===== config.mk =====
export PLATFORM = sky130hd
export DESIGN_NAME = hdmi_capture_ctrl
export DESIGN_NICKNAME = d
export VERILOG_FILES = /design/src/rtl/hdmi_capture_pkg.sv /design/src/rtl/sync_edge_detect.sv /design/src/rtl/hdmi_capture_ctrl.sv
export SDC_FILE = /design/constraint.sdc
export NUM_CORES = 1
export LEC_CHECK = 0
export BUFFER_PORTS_ARGS = -buffer_cell sky130_fd_sc_hd__buf_2
export CORE_AREA = 2 2 58 66
export DETAILED_ROUTE_END_ITERATION = 10
export DIE_AREA = 0 0 60 68
export GPL_TIMING_DRIVEN = 1
export PLACE_DENSITY = 0.77
export SYNTH_ARGS = -nofsm -noshare
export SYNTH_HDL_FRONTEND = slang
export SYNTH_SLANG_ARGS = --single-unit

===== constraint.sdc =====
create_clock -name i_hdmiClock -period 2.1 [get_ports i_hdmiClock]
set_input_delay 0.105 -clock i_hdmiClock [delete_from_list [all_inputs] [get_ports i_hdmiClock]]
set_output_delay 0.105 -clock i_hdmiClock [all_outputs]
set_load 0.05 [all_outputs]

===== src/rtl/hdmi_capture_pkg.sv =====
// Shared definitions for the HDMI capture sequencer: state encoding and default geometry.
package hdmi_capture_pkg;

  typedef enum logic [1:0] {
    IDLE       = 2'd0,
    WAIT_VSYNC = 2'd1,
    CAPTURE    = 2'd2,
    ERROR      = 2'd3
  } captureState_t;

  localparam int DEF_H_ACTIVE = 800;
  localparam int DEF_V_ACTIVE = 480;
  localparam int DEF_CNT_W    = 12;

  // Per-cycle sync events seen by the sequencer.
  typedef struct packed {
    logic vsTrail;
    logic deFall;
  } syncEvents_t;

endpackage


===== src/rtl/sync_edge_detect.sv =====
// One-register edge detector; o_trailEdge fires on the cycle the input leaves level POL.
module sync_edge_detect #(
  parameter logic POL = 1'b1
) (
  input  logic i_hdmiClock,
  input  logic i_reset,
  input  logic i_sig,
  output logic o_trailEdge
);

  logic r_prev;

  always_ff @(posedge i_hdmiClock or posedge i_reset) begin
    if (i_reset) r_prev <= 1'b0;
    else         r_prev <= i_sig;
  end

  assign o_trailEdge = (r_prev == POL) && (i_sig != POL);

endmodule


===== src/rtl/hdmi_capture_ctrl.sv =====
// Frame-level sequencer for the TFP401 capture path; gates the ingester to whole frames.
// Optional statistics outputs are enabled with `define HDMI_CAPTURE_STATS_EN.
module hdmi_capture_ctrl
  import hdmi_capture_pkg::*;
#(
  parameter int   H_ACTIVE  = DEF_H_ACTIVE,
  parameter int   V_ACTIVE  = DEF_V_ACTIVE,
  parameter int   CNT_W     = DEF_CNT_W,
  parameter logic VSYNC_POL = 1'b0
) (
  input  logic             i_hdmiClock,
  input  logic             i_reset,
  input  logic             i_captureEnable,
  input  logic             i_vSync,
  input  logic             i_hSync,
  input  logic             i_de,
  input  logic             i_fifoFull,
  input  logic             i_dataValid,
  output logic             o_hdmiEnable,
  output logic             o_fifoFlush,
  output logic             o_frameActive,
  output logic             o_frameDone,
  output logic             o_overflow,
  output logic             o_lineError,
  output logic [CNT_W-1:0] o_lineCount
`ifdef HDMI_CAPTURE_STATS_EN
  ,
  output logic [15:0]      o_frameCount,
  output logic [15:0]      o_droppedFrames,
  output logic [CNT_W-1:0] o_hSyncPerFrame
`endif
);

  localparam logic [CNT_W-1:0] LINE_LEN  = CNT_W'(H_ACTIVE);
  localparam logic [CNT_W-1:0] LAST_LINE = CNT_W'(V_ACTIVE - 1);

  captureState_t    state, stateNext;
  syncEvents_t      ev;
  logic [CNT_W-1:0] pixelCount;
  logic             r_enablePrev;

  logic startFrame, abortFrame, lineEnd, frameEnd, overflowHit, flushReq;

  sync_edge_detect #(.POL(VSYNC_POL)) uVsEdge (
    .i_hdmiClock (i_hdmiClock),
    .i_reset     (i_reset),
    .i_sig       (i_vSync),
    .o_trailEdge (ev.vsTrail)
  );

  sync_edge_detect #(.POL(1'b1)) uDeEdge (
    .i_hdmiClock (i_hdmiClock),
    .i_reset     (i_reset),
    .i_sig       (i_de),
    .o_trailEdge (ev.deFall)
  );

  always_ff @(posedge i_hdmiClock or posedge i_reset) begin
    if (i_reset) state <= IDLE;
    else         state <= stateNext;
  end

  // Overflow outranks an early vSync and the final line end in the same cycle.
  always_comb begin
    stateNext   = state;
    startFrame  = 1'b0;
    abortFrame  = 1'b0;
    lineEnd     = 1'b0;
    frameEnd    = 1'b0;
    overflowHit = 1'b0;
    flushReq    = 1'b0;
    case (state)
      IDLE: begin
        if (i_captureEnable) stateNext = WAIT_VSYNC;
      end
      WAIT_VSYNC: begin
        if (!i_captureEnable) stateNext = IDLE;
        else if (ev.vsTrail) begin
          stateNext  = CAPTURE;
          startFrame = 1'b1;
        end
      end
      CAPTURE: begin
        if (i_fifoFull && i_dataValid) begin
          overflowHit = 1'b1;
          stateNext   = ERROR;
        end else if (ev.vsTrail) begin
          // Short frame: the edge itself starts the next frame.
          abortFrame = 1'b1;
          flushReq   = 1'b1;
          startFrame = 1'b1;
        end else if (ev.deFall) begin
          lineEnd = 1'b1;
          if (o_lineCount == LAST_LINE) begin
            frameEnd  = 1'b1;
            stateNext = i_captureEnable ? WAIT_VSYNC : IDLE;
          end
        end
      end
      ERROR: begin
        if (ev.vsTrail) begin
          flushReq  = 1'b1;
          stateNext = i_captureEnable ? WAIT_VSYNC : IDLE;
        end
      end
      default: stateNext = IDLE;
    endcase
  end

  always_ff @(posedge i_hdmiClock or posedge i_reset) begin
    if (i_reset) begin
      r_enablePrev  <= 1'b0;
      o_hdmiEnable  <= 1'b0;
      o_frameActive <= 1'b0;
      o_frameDone   <= 1'b0;
      o_fifoFlush   <= 1'b0;
      o_overflow    <= 1'b0;
      o_lineError   <= 1'b0;
      o_lineCount   <= '0;
      pixelCount    <= '0;
    end else begin
      r_enablePrev  <= i_captureEnable;
      o_hdmiEnable  <= (stateNext == CAPTURE);
      o_frameActive <= (stateNext == CAPTURE);
      o_frameDone   <= frameEnd;
      o_fifoFlush   <= flushReq;

      if (startFrame) begin
        pixelCount  <= '0;
        o_lineCount <= '0;
      end else if (state == CAPTURE) begin
        if (lineEnd) begin
          pixelCount  <= '0;
          o_lineCount <= o_lineCount + 1'b1;
        end else if (i_de && (pixelCount != '1)) begin
          pixelCount <= pixelCount + 1'b1;
        end
      end

      // Sticky flags: cleared by a fresh enable, a same-cycle set takes priority.
      if (i_captureEnable && !r_enablePrev) begin
        o_overflow  <= 1'b0;
        o_lineError <= 1'b0;
      end
      if (overflowHit) o_overflow <= 1'b1;
      if (abortFrame || (lineEnd && (pixelCount != LINE_LEN))) o_lineError <= 1'b1;
    end
  end

`ifdef HDMI_CAPTURE_STATS_EN
  logic             hsRise;
  logic [CNT_W-1:0] hsCount;

  // Trailing edge of an active-low view is the rising edge.
  sync_edge_detect #(.POL(1'b0)) uHsEdge (
    .i_hdmiClock (i_hdmiClock),
    .i_reset     (i_reset),
    .i_sig       (i_hSync),
    .o_trailEdge (hsRise)
  );

  always_ff @(posedge i_hdmiClock or posedge i_reset) begin
    if (i_reset) begin
      o_frameCount    <= '0;
      o_droppedFrames <= '0;
      o_hSyncPerFrame <= '0;
      hsCount         <= '0;
    end else begin
      if (frameEnd) begin
        o_frameCount    <= o_frameCount + 1'b1;
        o_hSyncPerFrame <= hsCount + CNT_W'(hsRise);
      end
      if ((overflowHit || abortFrame) && (o_droppedFrames != '1))
        o_droppedFrames <= o_droppedFrames + 1'b1;
      if (startFrame)                    hsCount <= '0;
      else if (state == CAPTURE && hsRise) hsCount <= hsCount + 1'b1;
    end
  end
`else
  logic unusedHSync;
  assign unusedHSync = i_hSync;
`endif

endmodule


==> reports/qor.csv <==
metric,value,unit
outcome,completed,
antenna_found_initial,0,
grt_overflow_total,0,
drcViolationCount,0,
max_stage_delay,540,ps
final_common_cell,dfrtp_1,
ir_worst_vdd,526,µV
relSlewSlack,67.5,%
clk_latency,290,ps
min_period,1910,ps
p_per_area,857,nW/µm²
vias_per_cell,5.52,
dr.pass1.iters,4,
totalWireLength,3.95,mm
fin_crit_sh,91.1,%
wl_per_cell,14.0,µm
synth_seq_cells,34,
ys_types,46,
cp_top_family,simple AND/OR/NAND/NOR gates,
die_x,60,µm
cts_made_buffers,5,
synth.yosys.warnings,0,
nets,246,
grt_pass1_wl,6.62,mm
critical-path-slowest-cell,or4_1,
root_buffer,clkbuf_8,
first_global_vias,1479,
synth_nets,211,
core-area,3480,µm²
hold_violations,0,
setup-tns-final,0,ps
startpoint,state[0]$_DFF_PP0_,
final_cell_mix,"dfrtp_1, nor2_1, buf_2",
syn_to_final_growth,18.6,%
cts_max_path_buffers,2,
cts.htree.levels,2,
ant_nets,0,
ios,26,
gp_congestion,0.770,
setup_violations,0,
rsz0062_at_grt,false,
cts_sinks,34,
ys_seq_area_share,44.9,%
num_vias,1557,
synth-main-ff-cell,dfrtp_1,
synth_cells,196,
start_kind,flip-flop,
tightest_slew,483,ps
clk_pin_slew,70,ps
design_power_total,1.92,mW
avgSynthCellArea,9.66,µm²
hpwl,2.65,mm
min_path_type,in2reg,
cts_tree,built,
p_leak,1.06,nW
maxCapViolations,0,
cp_num_buf_inv,1,
worstPathArrival,2090,ps
diodes,0,
crit_type,reg2reg,
port_buffers,24,
die_y,68,µm
row_count,23,
synth-edff-count,0,
syn_area,1890,µm²
critPathCaptureType,flip-flop,
skew,8.08,ps
crit_chain,inv_1 > ha_1 > a21boi_4 > nand3_2 > or4_1 > xor2_1 > nor2_2,
fmax,0.523,GHz
grt_max_degree,35,
initial_core_util,54.4,%
grt_use_total,22.2,%
drt_iter0_drc,49,
crit-reg2reg-launch,state[0]$_DFF_PP0_,
drv_slew,0,
hold_start,i_captureEnable,
die-area,4080,µm²
path_max_fanout,6,
postSynth.asyncResetShare,100,%
required,2280,ps
drive_gt1_share,21.6,%
[cell families after synthesis]
family                     count (synthesis)  share of synthesized area [%]
AOI/OAI and AO/OA                         30                           11.7
xor gates and xnor gates                  19                           8.79
adders and majority gates                  7                           4.63
buffers and inverters                     12                           2.71
DFF                                       34                           44.9
and+or+nand+nor                           94                           27.2
[repair_timing]
action / 4_1_cts / 5_1_grt
endpoints found under the setup margin: 0 / 1
buffers inserted: 0 / 0
gates resized for setup: 0 / 1
hold buffers: 3 / 0
endpoints found under the hold margin: 36 / 0
[flip-flops by register name, indices dropped and copies added (netlist names)]
name / flops
o_lineCount: 12
pixelCount: 12
state: 2
o_fifoFlush: 1
o_frameActive: 1
o_frameDone: 1
o_lineError: 1
o_overflow: 1
r_enablePrev: 1
uDeEdge.r_prev: 1
uVsEdge.r_prev: 1
[per-stage QoR]
| step | instance area (µm²) | worst slack (ps) | hold slack (ps) | utilization [%] | cells |
|---|---|---|---|---|---|
| finish | 2240 | 187 | 31.3 | 64.5 | 282 |
| global route | 2240 | 29.8 | 27.9 | 64.5 | 282 |
| CTS | 2240 | 166 | 16.6 | 64.2 | 282 |
| detailed placement | 2110 | 213 | 223 | 60.7 | 271 |
| global placement | 2110 | 250 | 221 | 60.7 | 271 |
| floorplan | 1900 | 117 | 136 | - | 196 |
[area by class of cell]
class,count,area [µm²]
Inverter,6,22.5
Clock inverter,1,5.00
Timing Repair Buffer,34,215
Clock buffer,7,86.3
Tap cell,50,62.6
Fill cell,301,1240
Sequential cell,34,853
Multi-Input combinational cell,150,1000
[power by group]
group	switching (mW)	total [mW]	internal, mW
Combinational	0.400	0.626	0.226
Clock	0.234	0.499	0.264
Sequential	0.0738	0.800	0.726
[path summary, 6_finish.rpt]
check / end / slack (ps) / depth (start not counted)
max in group asynchronous: o_lineCount[1]$_DFFE_PP0P_ / 1340 / 4
setup / recovery: o_lineCount[11]$_DFFE_PP0P_ / 190 / 7
min in group asynchronous: uDeEdge.r_prev$_DFF_PP0_ / 440 / 4
hold / removal: r_enablePrev$_DFF_PP0_ / 30 / 1
setup reg to reg: o_lineCount[11]$_DFFE_PP0P_ / 190 / 7
hold reg to reg: o_overflow$_DFFE_PP0P_ / 480 / 2
[synthesized netlist by cell type (2+ instances only)]
master / instances / share of area [%]
dfrtp_1: 34 / 45
nor2_1: 30 / 5.9
nand2_1: 15 / 3.0
xor2_1: 13 / 6.0
nand4_1: 12 / 4.0
a21oi_1: 10 / 2.6
ha_1: 7 / 4.6
nand3_1: 7 / 1.9
inv_1: 6 / 1.2
xnor2_1: 6 / 2.8
o21ai_0: 5 / 1.3
and3_1: 4 / 1.3
nor3_1: 4 / 1.1
nand2b_1: 3 / 0.99
nor4_1: 3 / 0.99
a211o_1: 2 / 0.93
buf_2: 2 / 0.53
clkbuf_1: 2 / 0.40
nand3_2: 2 / 1.1
nor4b_2: 2 / 1.6
o21a_1: 2 / 0.79
[layer usage]
metal / GRT usage (%) / up-vias / wire, µm
li1: - / 765 / -
met1: 26.7 / 741 / 1760
met2: 36.3 / 43 / 1900
met3: 5.67 / 8 / 196
met4: 11.7 / 0 / 97
met5: 0 / - / 0
Power figures use the tool's default switching activity.
